`src/rtl/score_tracker.sv`:
```
// Per-song score accumulator with combo multiplier.
// Feeds score, latched level and display mode to the high-score stage.
module score_tracker #(
  parameter int unsigned PTS_PERFECT = 10,
  parameter int unsigned PTS_GREAT   = 5,
  parameter int unsigned PTS_GOOD    = 2,
  parameter int unsigned COMBO_X2    = 10,
  parameter int unsigned COMBO_X3    = 30
) (
  input  logic        clk,
  input  logic        rst,
  input  logic        start,
  input  logic [1:0]  level_sel,
  input  logic        hit_valid,
  input  logic [1:0]  hit_grade,
  input  logic        game_over,
  output logic [15:0] score,
  output logic [1:0]  level,
  output logic        hs_mode,
  output logic [7:0]  combo,
  output logic [7:0]  max_combo,
  output logic        done
);

  localparam logic [7:0] BasePerf  = 8'(PTS_PERFECT);
  localparam logic [7:0] BaseGreat = 8'(PTS_GREAT);
  localparam logic [7:0] BaseGood  = 8'(PTS_GOOD);
  localparam logic [7:0] ComboX2   = 8'(COMBO_X2);
  localparam logic [7:0] ComboX3   = 8'(COMBO_X3);

  typedef enum logic [1:0] {
    IDLE,
    PLAY,
    DONE
  } state_e;

  state_e      state_q;
  logic [15:0] score_q;
  logic [1:0]  level_q;
  logic        hs_mode_q;
  logic [7:0]  combo_q;
  logic [7:0]  max_q;
  logic        done_q;

  logic [7:0]  base_d;
  logic [1:0]  mult_d;
  logic [9:0]  gain_d;
  logic [17:0] sum_d;
  logic [15:0] score_d;
  logic [7:0]  combo_d;
  logic [7:0]  max_d;
  logic        miss_d;
  logic        lvl_ok;

  assign lvl_ok = (level_sel != 2'b00);
  assign miss_d = (hit_grade == 2'b00);

  always_comb begin
    base_d = 8'd0;
    unique case (hit_grade)
      2'b11:   base_d = BasePerf;
      2'b10:   base_d = BaseGreat;
      2'b01:   base_d = BaseGood;
      default: base_d = 8'd0;
    endcase
    // Multiplier comes from the combo before this hit is counted.
    mult_d = 2'd3;
    if (combo_q < ComboX2) begin
      mult_d = 2'd1;
    end else if (combo_q < ComboX3) begin
      mult_d = 2'd2;
    end
    gain_d  = {2'b00, base_d} * {8'd0, mult_d};
    sum_d   = {2'b00, score_q} + {8'd0, gain_d};
    score_d = (sum_d[17:16] != 2'b00) ? 16'hFFFF : sum_d[15:0];
    combo_d = (combo_q == 8'hFF) ? 8'hFF : combo_q + 8'd1;
    max_d   = (combo_d > max_q) ? combo_d : max_q;
  end

  always_ff @(posedge clk) begin
    if (rst) begin
      state_q   <= IDLE;
      score_q   <= 16'd0;
      level_q   <= 2'd0;
      hs_mode_q <= 1'b1;
      combo_q   <= 8'd0;
      max_q     <= 8'd0;
      done_q    <= 1'b0;
    end else begin
      done_q <= 1'b0;
      unique case (state_q)
        IDLE: begin
          if (start && lvl_ok) begin
            state_q   <= PLAY;
            level_q   <= level_sel;
            score_q   <= 16'd0;
            combo_q   <= 8'd0;
            max_q     <= 8'd0;
            hs_mode_q <= 1'b0;
          end
        end
        PLAY: begin
          if (hit_valid) begin
            if (miss_d) begin
              combo_q <= 8'd0;
            end else begin
              score_q <= score_d;
              combo_q <= combo_d;
              max_q   <= max_d;
            end
          end
          if (game_over) begin
            state_q <= DONE;
            done_q  <= 1'b1;
          end
        end
        DONE: begin
          if (start && lvl_ok) begin
            state_q   <= PLAY;
            level_q   <= level_sel;
            score_q   <= 16'd0;
            combo_q   <= 8'd0;
            max_q     <= 8'd0;
            hs_mode_q <= 1'b0;
          end else if (start) begin
            state_q   <= IDLE;
            hs_mode_q <= 1'b1;
          end
        end
        default: state_q <= IDLE;
      endcase
    end
  end

  assign score     = score_q;
  assign level     = level_q;
  assign hs_mode   = hs_mode_q;
  assign combo     = combo_q;
  assign max_combo = max_q;
  assign done      = done_q;

endmodule

```
`config.mk`:
```
export PLATFORM = sky130hd
export DESIGN_NAME = score_tracker
export DESIGN_NICKNAME = d
export VERILOG_FILES = /design/src/rtl/score_tracker.sv
export SDC_FILE = /design/constraint.sdc
export NUM_CORES = 1
export LEC_CHECK = 0
export ABC_CLOCK_PERIOD_IN_PS = 6350
export CAP_MARGIN = 20
export CORE_ASPECT_RATIO = 1.75
export CORE_UTILIZATION = 40
export CTS_CLUSTER_SIZE = 20
export DETAILED_ROUTE_END_ITERATION = 16
export GPL_TIMING_DRIVEN = 0
export PLACE_DENSITY = 0.74
export RECOVER_POWER = 50
export SLEW_MARGIN = 15
export SYNTH_ARGS = -nofsm -noshare
export SYNTH_HDL_FRONTEND = slang
export SYNTH_SLANG_ARGS = --single-unit
```
`constraint.sdc`:
```
create_clock -name clk -period 6.35 [get_ports clk]
set_input_delay 1.27 -clock clk [delete_from_list [all_inputs] [get_ports clk]]
set_output_delay 1.27 -clock clk [all_outputs]
set_load 0.01 [all_outputs]
```
# ---- After elaboration in Yosys (flattened, before gate mapping)
# Cells that the tools add are included.
dict set report totals {
  word_cells 69
  regBits 38
  input_bits 9
  out_inout_bits 36
}
dict set report classes {
  multipliers 1
  n_mux 27
  n_lt_le_gt_ge 3
  add_sub_neg 2
  reduce_logical 15
  bitwise 1
  eq_ne 13
}
# cell n
set op_table {}
lappend op_table {{two-way mux 16 bit} 4}
lappend op_table {{two-way mux 8 bit} 7}
lappend op_table {{case mux 16 bit (2 select lines)} 1}
lappend op_table {{case mux 8 bit (2 select lines)} 2}
lappend op_table {{adder 16 x 10 -> 17 bit} 1}
lappend op_table {{case mux 4 bit (3 select lines)} 1}
lappend op_table {{multiplier 8 x 2 -> 10 bit} 1}
lappend op_table {{two-way mux 2 bit} 5}
lappend op_table {{!= test 2 bit (second input constant)} 5}
lappend op_table {{AND reduction 3 bit} 3}
lappend op_table {{adder 8 x 1 -> 8 bit (second input constant)} 1}
lappend op_table {{equality test 8 bit (second input constant)} 1}
lappend op_table {{greater-than comparator 8 bit} 1}
lappend op_table {{< comparator 8 x 4 -> 1 bit (second input constant)} 1}
lappend op_table {{< comparator 8 x 5 -> 1 bit (second input constant)} 1}
lappend op_table {{nonzero test 2 bit} 4}
lappend op_table {{equality test 2 bit (second input constant)} 3}
lappend op_table {{case mux 2 bit (3 select lines)} 1}
lappend op_table {{two-way mux 1 bit} 5}
lappend op_table {{AND reduction 5 bit} 1}
lappend op_table {{equality test 2 x 1 -> 1 bit (second input constant)} 2}
lappend op_table {{zero test 2 bit} 2}
lappend op_table {{AND reduction 4 bit} 1}
lappend op_table {{OR reduction 2 bit} 2}
lappend op_table {{6 further kinds} 6}

# ---- Logic depth before layout (Yosys ltp)
dict set report logic_depth {
  ltp_word 10
  depth_mapped 15
  mapped_depth_nobuf 13
}

# ---- Worst setup path before layout
# OpenSTA, ideal clock, no wires.
dict set report synth_path {
  path_kind {input to register}
  from {in hit_grade[0]}
  to {reg score_q[13] (netlist: score[13])}
  setup_slack_ps 2747
  required_ps 6258
  setup_time_ps 92
  t_arrival_ps 3511
  n_path_buf 1
  path_stages 10
  path_cell_list {nor3b_1 > inv_1 > fa_1 > inv_1 > ha_1 > nand4_1 > a2111oi_4 > buf_6 > a31oi_1 > o32ai_1}
}
dict set report synth_between {
  elab_chain_len 9
  word_cells_on_any_way 14
  cone_classes {add/sub: 1; mul: 1; eq/ne: 4; mux: 5; reduce/logical: 3}
}
# item line
set synth_rtl {}
lappend synth_rtl {{start: declaration} 15} ;# input logic [1:0] hit_grade,
lappend synth_rtl {{equality test 2 x 1 -> 1 bit / equality test 2 bit (equally long branches)} 60} ;# unique case (hit_grade)
lappend synth_rtl {{case mux 4 bit (3 select lines)} 60}
lappend synth_rtl {{multiplier 8 x 2 -> 10 bit} 73} ;# gain_d = {2'b00, base_d} * {8'd0, mult_d};
lappend synth_rtl {{adder 16 x 10 -> 17 bit} 74} ;# sum_d = {2'b00, score_q} + {8'd0, gain_d};
lappend synth_rtl {{nonzero test 2 bit} 75} ;# score_d = (sum_d[17:16] != 2'b00) ? 16'hFFFF : sum_d[15:0];
lappend synth_rtl {{two-way mux 16 bit} 75}
lappend synth_rtl {{two-way mux 16 bit} 104} ;# if (miss_d) begin
lappend synth_rtl {{two-way mux 16 bit} 103} ;# if (hit_valid) begin
lappend synth_rtl {{case mux 16 bit (2 select lines)} 91} ;# unique case (state_q)
lappend synth_rtl {{end signal: assignment} 107} ;# score_q <= score_d;
lappend synth_rtl {{end: declaration} 38} ;# logic [15:0] score_q;
# Parallel ways exist; a longest one is shown, timed or not. The select of a mux whose other input is x is not followed.
# A chain may end at the register's enable or synchronous reset.

# ---- Final worst setup path
dict set report layout_path {
  from {in hit_grade[1]}
  to {reg score_q[7] (netlist: score[7])}
}
# Same word-level chain as after synthesis.

==> run_results.csv <==
group,metric,value,unit
status,status,"finished clean",
die,start_util,41.48,%
timing,drv_slew,0,
setup_path,crit_path_end_kind,"register",
setup_path,cp_max_fo,10,
route,drcViolationCount,0,
final_layout,antenna_cells,0,
timing,setup_viol,0,
setup_path,r2r_slack,2.65,ns
global_routing,antenna_found_initial,0,
yosys,postSynthAreaPerCell,8.323,µm²
global_routing,grt_pass1_vias,2242,
timing,rsz0062_at_grt,"no",
yosys,async_reset_ff_share,0,%
global_routing,globalRouteMet2Util,35.33,%
power_and_ir_drop,p_int,0.0003360,W
yosys,yosysSeqAreaShare,31.20,%
place,post-place-ws,1.851,ns
timing,hold_viol,0,
setup_path,cp.arrival,4.43,ns
timing,finalSetupTns,0,ns
clock_network,cts.path.max_buffers,2,
power_and_ir_drop,irDropWorstVdd,0.08154,mV
setup_path,crit_chain,"clkdlybuf4s50_1 -> nor3b_1 -> inv_1 -> fa_1 -> inv_1 -> ha_1 -> nand4_1 -> a2111oi_4 -> buf_6 -> a31oi_1 -> o32ai_1",
global_routing,grtUsageMet3,3.190,%
die,die_y,105.3,µm
route,routedWlPerCell,14.16,µm
clock_network,cts_setup_buffers,0,
die,rows,37,
die,core,5879,µm²
setup_path,cp.required,6.54,ns
clock_network,cts_root_buf,"clkbuf_8",
yosys,postSynthRegisterBits,38,
final_layout,nNetsFinal,373,
setup_path,path_common_cell,"inv_1",
power_and_ir_drop,p_sw_share,24.90,%
timing,clock_skew,0.006757,ns
setup_path,path_buf_inv,4,
setup_path,critical-path-top-delay-family,"buffers and inverters",
place,place.port_buffers,44,
worst_hold_path,hold_path_class,"register to register",
final_layout,syn2layout_area_growth,25.19,%
yosys,ys_types,54,
place,dp_hpwl,4.676,mm
job,cap_viol_max_count,0,
yosys,yosys_warnings,0,
yosys,synth-edff-count,0,
power_and_ir_drop,powerDensity,146.5,nW/µm²
route,vias,2330,
yosys,syn-num-nets,322,
final_layout,drive_above_1_share,5.814,%
timing,fmax,236.2,MHz
final_layout,fillers,558,
timing,period_needed,4.234,ns
clock_network,numCtsBuffers,5,
global_routing,grt_overflow_total,0,
clock_network,cts_max_level,2,
place,routabilityCongestion,0.8438,
timing,timing.final.crit_share,66.68,%
clock_network,hold_buffers,0,
route,routed_via_density,5.521,
power_and_ir_drop,p_clk_share,35.5,%
setup_path,crit_path_start_kind,"input pin",
yosys,syn_inst,293,
die,num_io_pins,45,
power_and_ir_drop,netSwitchingPower,0.0001114,W
global_routing,met1_usage,22.86,%
route,drtPass1Iterations,4,
clock_network,cts_tree,"yes",
global_routing,busiest_layer,"met2",
route,ant_nets,0,
die,die_area,6425,µm²
timing,setup_slack,2.116,ns
yosys,synth-main-ff-cell,"dfxtp_1",
global_routing,grt_usage,20.73,%
route,drt_wl_total,5.976,mm
global_routing,grt_pass1_wl,10.16,mm
clock_network,cts_resized,0,
timing,relSlewSlack,48.94,%
power_and_ir_drop,seqPwrFrac,54.1,%
setup_path,crit_path_max_incr_delay,0.54,ns
clock_network,clkSinkCount,38,
clock_network,path_clk_slew,0.07,ns
clock_network,clkLatencyLatePin,0.29,ns
power_and_ir_drop,p_leak,1.293,nW
power_and_ir_drop,combPwrFrac,10.3,%
timing,worst_pin_slew,0.7659,ns
setup_path,criticalPathCategory,"input pin to register",
route,drt_iter0_markers,90,
yosys,syn-cell-area,2439,µm²
die,die-width,61.02,µm
setup_path,cpMaxStageDelayCell,"clkdlybuf4s50_1",
global_routing,grt_max_degree,11,
[worst reg2reg max path, delay by kind of cell (launching register included)]
| family | cells | cell delay (ns) |
|---|---|---|
| adder cells (fa/ha/maj) | 2 | 0.88 |
| AO/OA/AOI/OAI | 4 | 0.87 |
| AND/OR/NAND/NOR | 4 | 0.81 |
| buffers and inverters | 4 | 0.69 |
| flip-flops | 1 | 0.35 |
[cell usage in the layout, fill, tap and decap left out, types with 4 or more instances in the layout]
cell type and count:
o32ai_1 4, o21ai_0 8, nor2_1 21, nand3_1 11, clkbuf_8 5, fa_1 4
dfxtp_1 38, nand2b_1 14, clkbuf_1 8, ha_1 16, a21oi_1 18, a22oi_1 7
clkdlybuf4s50_1 8, o21ai_1 7, a21o_1 4, nor2b_1 4, inv_1 17, o211ai_1 4
dlygate4sd3_1 36, nand2_1 36, a31oi_1 6, mux2i_1 10, nand4_1 7
[flip-flops by register name, indices dropped and copies added, names as in the netlist]
register and count:
score 16, combo 8, max_combo 8, level 2, state_q 2, done 1, hs_mode 1
[cells by family after synthesis]
| logic type | share of synthesized area [%] |
|---|---|
| compound gates | 21.40 |
| flops | 31.20 |
| xor+xnor | 1.796 |
| fa+ha+maj | 11.49 |
| simple gates | 24.73 |
| mux | 4.567 |
| buf+inv | 4.822 |
[routing by layer]
layer / up-vias / share of wire (%)
met3: 21 / 2.7
li1: 1156 / -
met1: 1094 / 39
met5: - / 0
met4: 0 / 3.8
met2: 59 / 54
[layout make-up]
type	instances	area (µm²)	share of cell area, %
Clock buffer	7	76.32	2.500
Multi-Input combinational cell	228	1560	51.11
Inverter	17	63.81	2.090
Tap cell	78	97.59	3.197
Buffer	10	53.80	1.762
Timing Repair Buffer	44	440.4	14.43
Sequential cell	38	760.7	24.92
[power groups by stage]
| stage | Clock, W | Sequential (W) | Combinational, W |
|---|---|---|---|
| 3_3_place_gp | 0 | 0.000248 | 0.0000463 |
| 3_5_place_dp | 0 | 0.000248 | 0.0000473 |
| 6_report | 0.000159 | 0.000242 | 0.0000462 |
| 2_1_floorplan | 0 | 0.000249 | 0.0000277 |
| 5_1_grt | 0.000175 | 0.000242 | 0.0000505 |
| 4_1_cts | 0.000164 | 0.000242 | 0.0000474 |
[stage by stage]
step	std cells	total power [W]	util (%)	instance area, µm²	hold WS [ns]
3_3_place_gp	415	0.0002941	50.63	2977	0.4428
5_1_grt	422	0.0004681	51.93	3053	0.4867
3_5_place_dp	415	0.0002951	50.63	2977	0.4505
2_1_floorplan	293	0.0002762	-	2439	0.4746
6_report	422	0.0004474	51.93	3053	0.4514
4_1_cts	422	0.0004537	51.93	3053	0.4612
[path summary, 6_finish.rpt]
| check | start | cells after the start | end |
|---|---|---|---|
| worst min-delay path | score[3] | 2 | score[3] |
| worst max register to register | combo[2] | 14 | score[7] |
| worst max-delay path | hit_grade[1] | 11 | score[7] |
| worst min register to register | score[3] | 2 | score[3] |
[cells in the mapped netlist, drive strengths merged (3+ instances only)]
library cell / number / area (µm²)
fa: 4 / 80.08
nand2: 37 / 141.4
o211ai: 5 / 42.54
ha: 16 / 200.2
clkbuf: 6 / 22.52
mux2i: 10 / 100.1
and2: 3 / 18.77
dfxtp: 38 / 760.7
nor3: 3 / 15.01
nor2b: 4 / 25.02
xnor2: 3 / 26.28
inv: 17 / 63.81
nor2: 23 / 91.34
nand4: 7 / 43.79
nand2b: 14 / 87.58
buf: 4 / 31.27
and4: 4 / 37.54
o32ai: 4 / 35.03
a21oi: 19 / 106.4
o21ai: 16 / 83.83
nand3: 11 / 55.05
a21o: 4 / 30.03
a31oi: 6 / 37.54
a22oi: 7 / 52.55
nor4: 3 / 18.77
(Power assumes the default switching activity.)
